$ cat src/rtl/m68k_bus_pkg.sv
// Shared types and helpers for the 68000 bus controller.
package m68k_bus_pkg;
  typedef enum logic [2:0] {IDLE, WAIT, HOLD, PERIPH, ERR} state_t;

  localparam int DEC_W = 6;
  localparam logic [2:0] FC_IACK = 3'b111;

  // Pull field i of width w (w <= 16) out of a packed per-region vector.
  function automatic logic [15:0] get_field(input logic [127:0] vec, input int w, input int i);
    logic [127:0] s;
    logic [15:0]  r;
    s = vec >> (i * w);
    for (int b = 0; b < 16; b++) r[b] = (b < w) ? s[b] : 1'b0;
    return r;
  endfunction
endpackage

$ cat src/rtl/m68k_region_match.sv
// A[23:18] region comparator with lowest-index priority.
module m68k_region_match import m68k_bus_pkg::*; #(
  parameter int NREG = 4,
  parameter int IW   = 2,
  parameter logic [NREG*DEC_W-1:0] REGION_BASE = '0
) (
  input  logic [DEC_W-1:0] dec,
  output logic             hit,
  output logic [IW-1:0]    idx
);
  always_comb begin
    hit = 1'b0;
    idx = '0;
    for (int k = NREG - 1; k >= 0; k--) begin
      if (dec == REGION_BASE[k*DEC_W +: DEC_W]) begin
        hit = 1'b1;
        idx = IW'(k);
      end
    end
  end
endmodule

$ cat src/rtl/m68k_bus_ctrl.sv
// fx68k bus controller: region decode, wait states, DTACK/VPA/BERR generation.
// Optional macro M68K_BUS_IACK_EN routes FC=7 cycles to the autovector (VPA) path.
module m68k_bus_ctrl import m68k_bus_pkg::*; #(
  parameter int NREG = 4,
  parameter logic [NREG*DEC_W-1:0] REGION_BASE = {6'h20, 6'h18, 6'h04, 6'h00},
  parameter logic [NREG*4-1:0]     REGION_WAIT = {4'd1, 4'd0, 4'd1, 4'd1},
  parameter logic [DEC_W-1:0]      VPA_BASE    = 6'h18,
  parameter int TIMEOUT = 64
) (
  input  logic               clk,
  input  logic               reset_n,
  input  logic [22:0]        cpu_a,
  input  logic               cpu_as_n,
  input  logic               cpu_uds_n,
  input  logic               cpu_lds_n,
  input  logic               cpu_rw,
  input  logic [2:0]         cpu_fc,
  output logic [15:0]        cpu_din,
  output logic               dtack_n,
  output logic               vpa_n,
  output logic               berr_n,
  output logic [NREG-1:0]    region_cs,
  output logic [NREG-1:0]    region_we,
  output logic [1:0]         region_be,
  input  logic [NREG-1:0]    region_rdy,
  input  logic [NREG*16-1:0] region_rdata
);
  localparam int IW = (NREG > 1) ? $clog2(NREG) : 1;
  localparam int TW = $clog2(TIMEOUT) + 1;

  state_t state, state_d;
  logic [3:0]      wcnt, wcnt_d;
  logic [TW-1:0]   tcnt, tcnt_d;
  logic [IW-1:0]   idx, idx_d, hit_idx;
  logic            hit, vpa_hit, periph, start, as_q;
  logic [NREG-1:0] cs_d, we_d;
  logic [1:0]      be_d;
  logic [15:0]     din_d, wfield, rfield;
  logic            dtack_d, vpa_d, berr_d;
  logic [DEC_W-1:0] dec;

  assign dec = cpu_a[22:17];

  m68k_region_match #(.NREG(NREG), .IW(IW), .REGION_BASE(REGION_BASE)) u_match (
    .dec(dec), .hit(hit), .idx(hit_idx)
  );

  assign vpa_hit = (dec == VPA_BASE);
`ifdef M68K_BUS_IACK_EN
  assign periph = vpa_hit || (cpu_fc == FC_IACK);
  logic unused;
  assign unused = ^cpu_a[16:0];
`else
  assign periph = vpa_hit;
  logic unused;
  assign unused = ^{cpu_a[16:0], cpu_fc};
`endif

  // as_q gates starts so a new access needs one sampled AS-high edge first.
  assign start  = !cpu_as_n && (!cpu_uds_n || !cpu_lds_n) && as_q;
  assign wfield = get_field(128'(REGION_WAIT), 4, int'(hit_idx));
  assign rfield = get_field(128'(region_rdata), 16, int'(idx));

  always_comb begin
    state_d = state;
    wcnt_d  = wcnt;
    tcnt_d  = tcnt;
    idx_d   = idx;
    cs_d    = region_cs;
    we_d    = '0;
    be_d    = region_be;
    din_d   = cpu_din;
    dtack_d = dtack_n;
    vpa_d   = vpa_n;
    berr_d  = berr_n;
    if (state != IDLE && cpu_as_n) begin
      // AS high ends any access: abort mid-flight or normal release from HOLD.
      state_d = IDLE;
      cs_d    = '0;
      be_d    = '0;
      dtack_d = 1'b1;
      vpa_d   = 1'b1;
      berr_d  = 1'b1;
    end else begin
      case (state)
        IDLE: if (start) begin
          idx_d  = hit_idx;
          be_d   = {~cpu_uds_n, ~cpu_lds_n};
          tcnt_d = '0;
          if (periph) state_d = PERIPH;
          else if (hit) begin
            cs_d          = '0;
            cs_d[hit_idx] = 1'b1;
            wcnt_d        = wfield[3:0];
            state_d       = WAIT;
          end else state_d = ERR;
        end
        WAIT: begin
          if (wcnt == '0 && region_rdy[idx]) begin
            dtack_d = 1'b0;
            if (cpu_rw) din_d = rfield;
            else        we_d[idx] = 1'b1;
            state_d = HOLD;
          end else if (tcnt == TW'(TIMEOUT - 1)) begin
            berr_d  = 1'b0;
            state_d = HOLD;
          end else begin
            if (wcnt != '0) wcnt_d = wcnt - 1'b1;
            tcnt_d = tcnt + 1'b1;
          end
        end
        PERIPH: begin
          vpa_d   = 1'b0;
          state_d = HOLD;
        end
        ERR: begin
          if (tcnt == TW'(TIMEOUT - 1)) begin
            berr_d  = 1'b0;
            state_d = HOLD;
          end else tcnt_d = tcnt + 1'b1;
        end
        HOLD: ;
        default: state_d = IDLE;
      endcase
    end
  end

  always_ff @(posedge clk or negedge reset_n) begin
    if (!reset_n) begin
      state     <= IDLE;
      wcnt      <= '0;
      tcnt      <= '0;
      idx       <= '0;
      as_q      <= 1'b0;
      region_cs <= '0;
      region_we <= '0;
      region_be <= '0;
      cpu_din   <= '0;
      dtack_n   <= 1'b1;
      vpa_n     <= 1'b1;
      berr_n    <= 1'b1;
    end else begin
      state     <= state_d;
      wcnt      <= wcnt_d;
      tcnt      <= tcnt_d;
      idx       <= idx_d;
      as_q      <= cpu_as_n;
      region_cs <= cs_d;
      region_we <= we_d;
      region_be <= be_d;
      cpu_din   <= din_d;
      dtack_n   <= dtack_d;
      vpa_n     <= vpa_d;
      berr_n    <= berr_d;
    end
  end
endmodule

$ cat config.mk
export PLATFORM = sky130hd
export DESIGN_NAME = m68k_bus_ctrl
export DESIGN_NICKNAME = d
export VERILOG_FILES = /design/src/rtl/m68k_bus_pkg.sv /design/src/rtl/m68k_region_match.sv /design/src/rtl/m68k_bus_ctrl.sv
export SDC_FILE = /design/constraint.sdc
export NUM_CORES = 1
export LEC_CHECK = 0
export ABC_AREA = 1
export CAP_MARGIN = 5
export CORE_UTILIZATION = 45
export DETAILED_ROUTE_END_ITERATION = 8
export GPL_ROUTABILITY_DRIVEN = 0
export PLACE_DENSITY = 0.83
export SETUP_SLACK_MARGIN = 0.02
export SLEW_MARGIN = 15
export SYNTH_ARGS = -nofsm -noshare
export SYNTH_HDL_FRONTEND = slang
export SYNTH_SLANG_ARGS = --single-unit
$ cat constraint.sdc
create_clock -name clk -period 4.5 [get_ports clk]
set_input_delay 0.9 -clock clk [delete_from_list [all_inputs] [get_ports clk]]
set_output_delay 0.9 -clock clk [all_outputs]
set_load 0.02 [all_outputs]
Word-level counts from Yosys, hierarchy flattened
Index checks and enable logic that the tools add are counted.
{"block": "classes", "addsub": 2, "order_cmp": 4, "n_eq_ne": 18, "shifts": 2, "n_mux": 53, "bitwise": 3, "reduce_logical": 33}
{"cell": "64-bit by 6-bit right shift with 16-bit output", "count": 1}
{"cell": "4-bit two-way mux", "count": 15}
{"cell": "7-bit two-way mux", "count": 3}
{"cell": "7-bit case mux with 3 select lines", "count": 1}
{"cell": "3-bit two-way mux", "count": 6}
{"cell": "1-bit two-way mux", "count": 15}
{"cell": "3-bit case mux with 5 select lines", "count": 1}
{"cell": "2-bit two-way mux", "count": 7}
{"cell": "2-bit inequality test (second input constant)", "count": 7}
{"cell": "2-bit nonzero test", "count": 7}
{"cell": "13-bit by 4-bit right shift with 4-bit output (first input constant)", "count": 1}
{"cell": "4-bit AND reduction", "count": 3}
{"cell": "3-bit nonzero test", "count": 3}
{"cell": "4-bit case mux with 2 select lines", "count": 1}
{"cell": "2-bit AND reduction", "count": 4}
{"cell": "8-bit AND reduction", "count": 1}
{"cell": "7-bit by 1-bit adder with 7-bit output (second input constant)", "count": 1}
{"cell": "7-bit by 6-bit == test with 1-bit output (second input constant)", "count": 1}
{"cell": "3-bit by 2-bit == test with 1-bit output (second input constant)", "count": 2}
{"cell": "6-bit by 3-bit == test with 1-bit output (second input constant)", "count": 1}
{"cell": "6-bit by 5-bit == test with 1-bit output (second input constant)", "count": 1}
{"cell": "6-bit == test (second input constant)", "count": 1}
{"cell": "1-bit logical AND", "count": 6}
{"cell": "6-bit logical NOT", "count": 1}
{"cell": "17 further kinds", "count": 25}
{"block": "totals", "ff_bits": 46, "in_bits": 100, "out_inout_bits": 29, "word_cells": 127}

Depth between registers and ports, before layout
{"block": "logic_depth", "word_depth": 14, "depth_mapped": 11}

Hierarchy
A second synthesis with hierarchy kept.
{"block": "unflattened", "cells_unflattened": 386, "hier_area_um2": 2819.0}
{"module": "m68k_bus_ctrl", "n_inst": 1, "cells_each": 369, "area_per_inst_um2": 2746.4, "seq_area_each_um2": 1154.9}
{"module": "m68k_region_match", "n_inst": 1, "cells_each": 17, "area_per_inst_um2": 72.6, "seq_area_each_um2": 0.0}

Least setup slack after synthesis
OpenSTA, ideal clock, no wires.
{"block": "synth_path", "path_kind": "in2reg", "from": "input cpu_a[18]", "to": "register region_cs[3]", "arrival_time_ns": 1.788, "required_ns": 4.375, "slack_ns": 2.587, "stages": 8, "n_path_buf": 0, "path_cell_list": "nor2_1 nand3_1 nand3_1 nand3_1 nand2_1 inv_1 nand2_1 o21ai_1"}
{"block": "synth_via", "elab_chain_len": 14}
{"element": "start: declaration", "line_no": "m68k_bus_ctrl.sv:12", "source": "input logic [22:0] cpu_a,"}
{"element": "6-bit == test", "line_no": "m68k_region_match.sv:15", "source": "if (dec == REGION_BASE[k*DEC_W +: DEC_W]) begin"}
{"element": "2-bit two-way mux (4 in series)", "line_no": "m68k_region_match.sv:15"}
{"element": "2-bit by 3-bit < comparator with 1-bit output (implied by the code) or 2-bit by 1-bit >= comparator with 1-bit output (tied branches)", "line_no": "m68k_bus_ctrl.sv:93", "source": "cs_d[hit_idx] = 1'b1;"}
{"element": "1-bit logical AND (implied by the code)", "line_no": "m68k_bus_ctrl.sv:93"}
{"element": "1-bit two-way mux (implied by the code)", "line_no": "m68k_bus_ctrl.sv:93"}
{"element": "1-bit demux with 2-bit select", "line_no": "m68k_bus_ctrl.sv:93"}
{"element": "4-bit two-way mux", "line_no": "m68k_bus_ctrl.sv:91", "source": "else if (hit) begin"}
{"element": "4-bit two-way mux", "line_no": "m68k_bus_ctrl.sv:90", "source": "if (periph) state_d = PERIPH;"}
{"element": "4-bit two-way mux", "line_no": "m68k_bus_ctrl.sv:86", "source": "IDLE: if (start) begin"}
{"element": "4-bit two-way mux", "line_no": "m68k_bus_ctrl.sv:85", "source": "case (state)"}
{"element": "4-bit two-way mux", "line_no": "m68k_bus_ctrl.sv:76", "source": "if (state != IDLE && cpu_as_n) begin"}
{"element": "end signal: assignment", "line_no": "m68k_bus_ctrl.sv:148", "source": "region_cs <= cs_d;"}
{"element": "end: declaration", "line_no": "m68k_bus_ctrl.sv:22", "source": "output logic [NREG-1:0] region_cs,"}
Parallel ways exist; a longest one is shown, timed or not. The select of a mux whose other input is x is not followed.
A chain may end at the register's enable or synchronous reset.

Worst setup path after layout
{"block": "layout_path", "from": "register berr_n", "to": "output berr_n"}
{"element": "start: declaration", "line_no": "m68k_bus_ctrl.sv:21", "source": "output logic berr_n,"}
{"element": "start signal: assignment", "line_no": "m68k_bus_ctrl.sv:154", "source": "berr_n <= berr_d;"}
No word-level cell between the ends.

==> summary.txt <==
io pins - 129
peak supply drop - 253 uV
most frequent cells in the layout - clkdlybuf4s50_1, nand2_1, nand3_1
CP peak stage delay - 600 ps
Worst-Skew Late Latency - 300 ps
Req. time, crit path - 3600 ps
Util after Layout - 0.674
GR Util All Layers - 0.239
post-place setup slack - 1850 ps
Yosys cell types - 33
min cycle time layout - 2350 ps
Synth Warn # - 0
worst min path class - in2async
max-slew violation count - 0
Yosys reg bits - 46
Final period util - 0.523
Fin Setup TNS - 0 ps
Initial DRC Count - 129
Pleak - 1.78 nW
Setup crit end kind - primary output
Die Span X - 80.1 um
layout cells sized above 1 - 0.124
outcome - completed
ranking of synthesized cells by area - dfrtp_1, nand2_1, nand3_1
DIE HEIGHT - 80.1 um
Synth top area share - 0.392
Clk pwr share - 0.203
Post-Syn Area - 2740 um2
vias - 2729
WL final - 7.49 mm
register area share after synthesis - 0.421
CTS root buffer - clkbuf_8
vias in the first global route - 2586
Max H-tree Level - 2
clk sinks - 46
ANT nets after route - 0
combinational share of power - 0.448
max-cap viol count - 0
largest net degree at the start of global routing - 47
Setup-failing EPs final - 0
maximum buffer depth of the clock tree - 2
Sw Ratio - 0.394
commonest non-fill, non-tap cell in the layout - clkdlybuf4s50_1
Worst Path Arrival - 1450 ps
startpoint types - register
fmax - 425 MHz
fillers - 489
FP Rows - 28
hold buffers post-CTS - 0
Worst Tran Pin Value - 548 ps
Nets - 563
largest area contributor in the netlist - dfrtp_1
global-route wire length before repair - 11.8 mm
layout overhead on the synthesized area - 44.7%
Flop pwr share - 0.349
post-CTS setup buffer count - 0
critical path's slowest cell - clkdlybuf4s50_1
Final WS setup - 2150 ps
Residual DRC - 0
antenna cells - 0
kind of critical path - reg2out
Psw - 0.598 mW
via-per-instance ratio - 5.09
WL/cell - 14.0 um
die footprint - 6410 um2
syn_nets - 457
Initial Util - 0.466
initial antenna violation count - 0
Port Buffers - 108
Core ar. - 5890 um2
Final Hold Viols - 0
CP delay by family, top - buffers and inverters
RSZ-0062 raised after global routing - false
DP Wirelength - 5.56 mm
Mapped Avg Cell Area - 7.75 um2
Clock Pin Slew Worst Setup and Hold Paths - 90 ps
CP cell instances - clkdlybuf4s50_1
relative slew slack - 0.634
CTS tree - built
Worst Path Buf+Inv - 1
cell-internal power - 0.920 mW
GR Overflow Total - 0
CP max FO - 3
Mapped Cells - 354
drt first pass iters - 4
TritonCTS Buffers - 5
# resized after CTS - 0
Pwr per Cell Area - 383 nW/um2
clk_skew - 11.5 ps
==> power by group through the flow <==
stage                     registers, mW  logic, mW  clock network [mW]
after global routing              0.537      0.755               0.326
after floorplan                   0.570      0.413                   0
after CTS                         0.529      0.683               0.311
after global placement            0.534      0.663                   0
final                             0.530      0.681               0.308
after detailed placement          0.537      0.680                   0
==> final cells by class <==
class,instances,area [um2],share of cell area
clock buffers,6,72.6,0.0183
repair buffers,109,1100,0.276
clock inverters,2,37.5,0.00946
flip-flops and latches,46,1150,0.291
inverters,29,109,0.0274
well taps,75,93.8,0.0237
multi-input cells,269,1400,0.354
==> cells in the mapped netlist, drive strengths merged <==
| cell | count |
|---|---|
| nor2 | 29 |
| nand4 | 3 |
| or2 | 1 |
| a21oi | 20 |
| nor3b | 1 |
| dfstp | 3 |
| o31ai | 1 |
| o211ai | 1 |
| inv | 29 |
| nand3 | 55 |
| nor3 | 4 |
| xnor2 | 2 |
| a31oi | 1 |
| dfrtp | 43 |
| ha | 3 |
| buf | 8 |
| clkbuf | 2 |
| xor2 | 1 |
| o21ai | 35 |
| nand3b | 1 |
| o21a | 1 |
| nand2 | 110 |
==> flip-flops by register name, indices dropped and copies added, names as in the netlist, 2 cells and up <==
name / cells
cpu_din: 16
region_be: 2
wcnt: 4
region_cs: 4
idx: 2
state: 3
region_we: 4
tcnt: 7
==> per-stage QoR <==
| stage | power (mW) | hold slack (ps) | instances | instance area (um2) |
|---|---|---|---|---|
| 6_report | 1.52 | 477 | 536 | 3970 |
| 5_1_grt | 1.62 | 482 | 536 | 3970 |
| 4_1_cts | 1.52 | 475 | 535 | 3950 |
| 3_5_place_dp | 1.22 | 460 | 527 | 3840 |
| 3_3_place_gp | 1.20 | 457 | 527 | 3840 |
| 2_1_floorplan | 0.983 | 460 | 354 | 2740 |
==> logic make-up after synthesis <==
family | synth area share
AO/OA/AOI/OAI | 0.140
XOR/XNOR | 0.00958
adder cells (fa/ha/maj) | 0.0137
buffers and inverters | 0.0671
flip-flops | 0.421
AND/OR/NAND/NOR | 0.349
==> layer usage <==
| metal | track usage | share of wire | vias to the layer above |
|---|---|---|---|
| met4 | 0.0375 | 0.0032 | 0 |
| met3 | 0.0614 | 0.079 | 2 |
| met1 | 0.272 | 0.41 | 1266 |
| met2 | 0.451 | 0.51 | 84 |
| met5 | 0 | 0 | - |
| li1 | - | - | 1377 |
==> worst paths after layout <==
kind / cells past startpoint / start / to / slack [ps]
hold / removal: 1 / reset_n / cpu_din[7]$_DFFE_PN0P_ / 480
setup reg to reg: 10 / idx[0]$_DFFE_PN0P_ / cpu_din[8]$_DFFE_PN0P_ / 2340
setup / recovery: 1 / berr_n$_DFFE_PN1P_ / berr_n / 2150
hold reg to reg: 2 / vpa_n$_DFFE_PN1P_ / vpa_n$_DFFE_PN1P_ / 480
min in group clk: 2 / vpa_n$_DFFE_PN1P_ / vpa_n$_DFFE_PN1P_ / 480
max in group asynchronous: 2 / reset_n / cpu_din[12]$_DFFE_PN0P_ / 3530
Note: power is estimated with default switching activity, not from simulation.
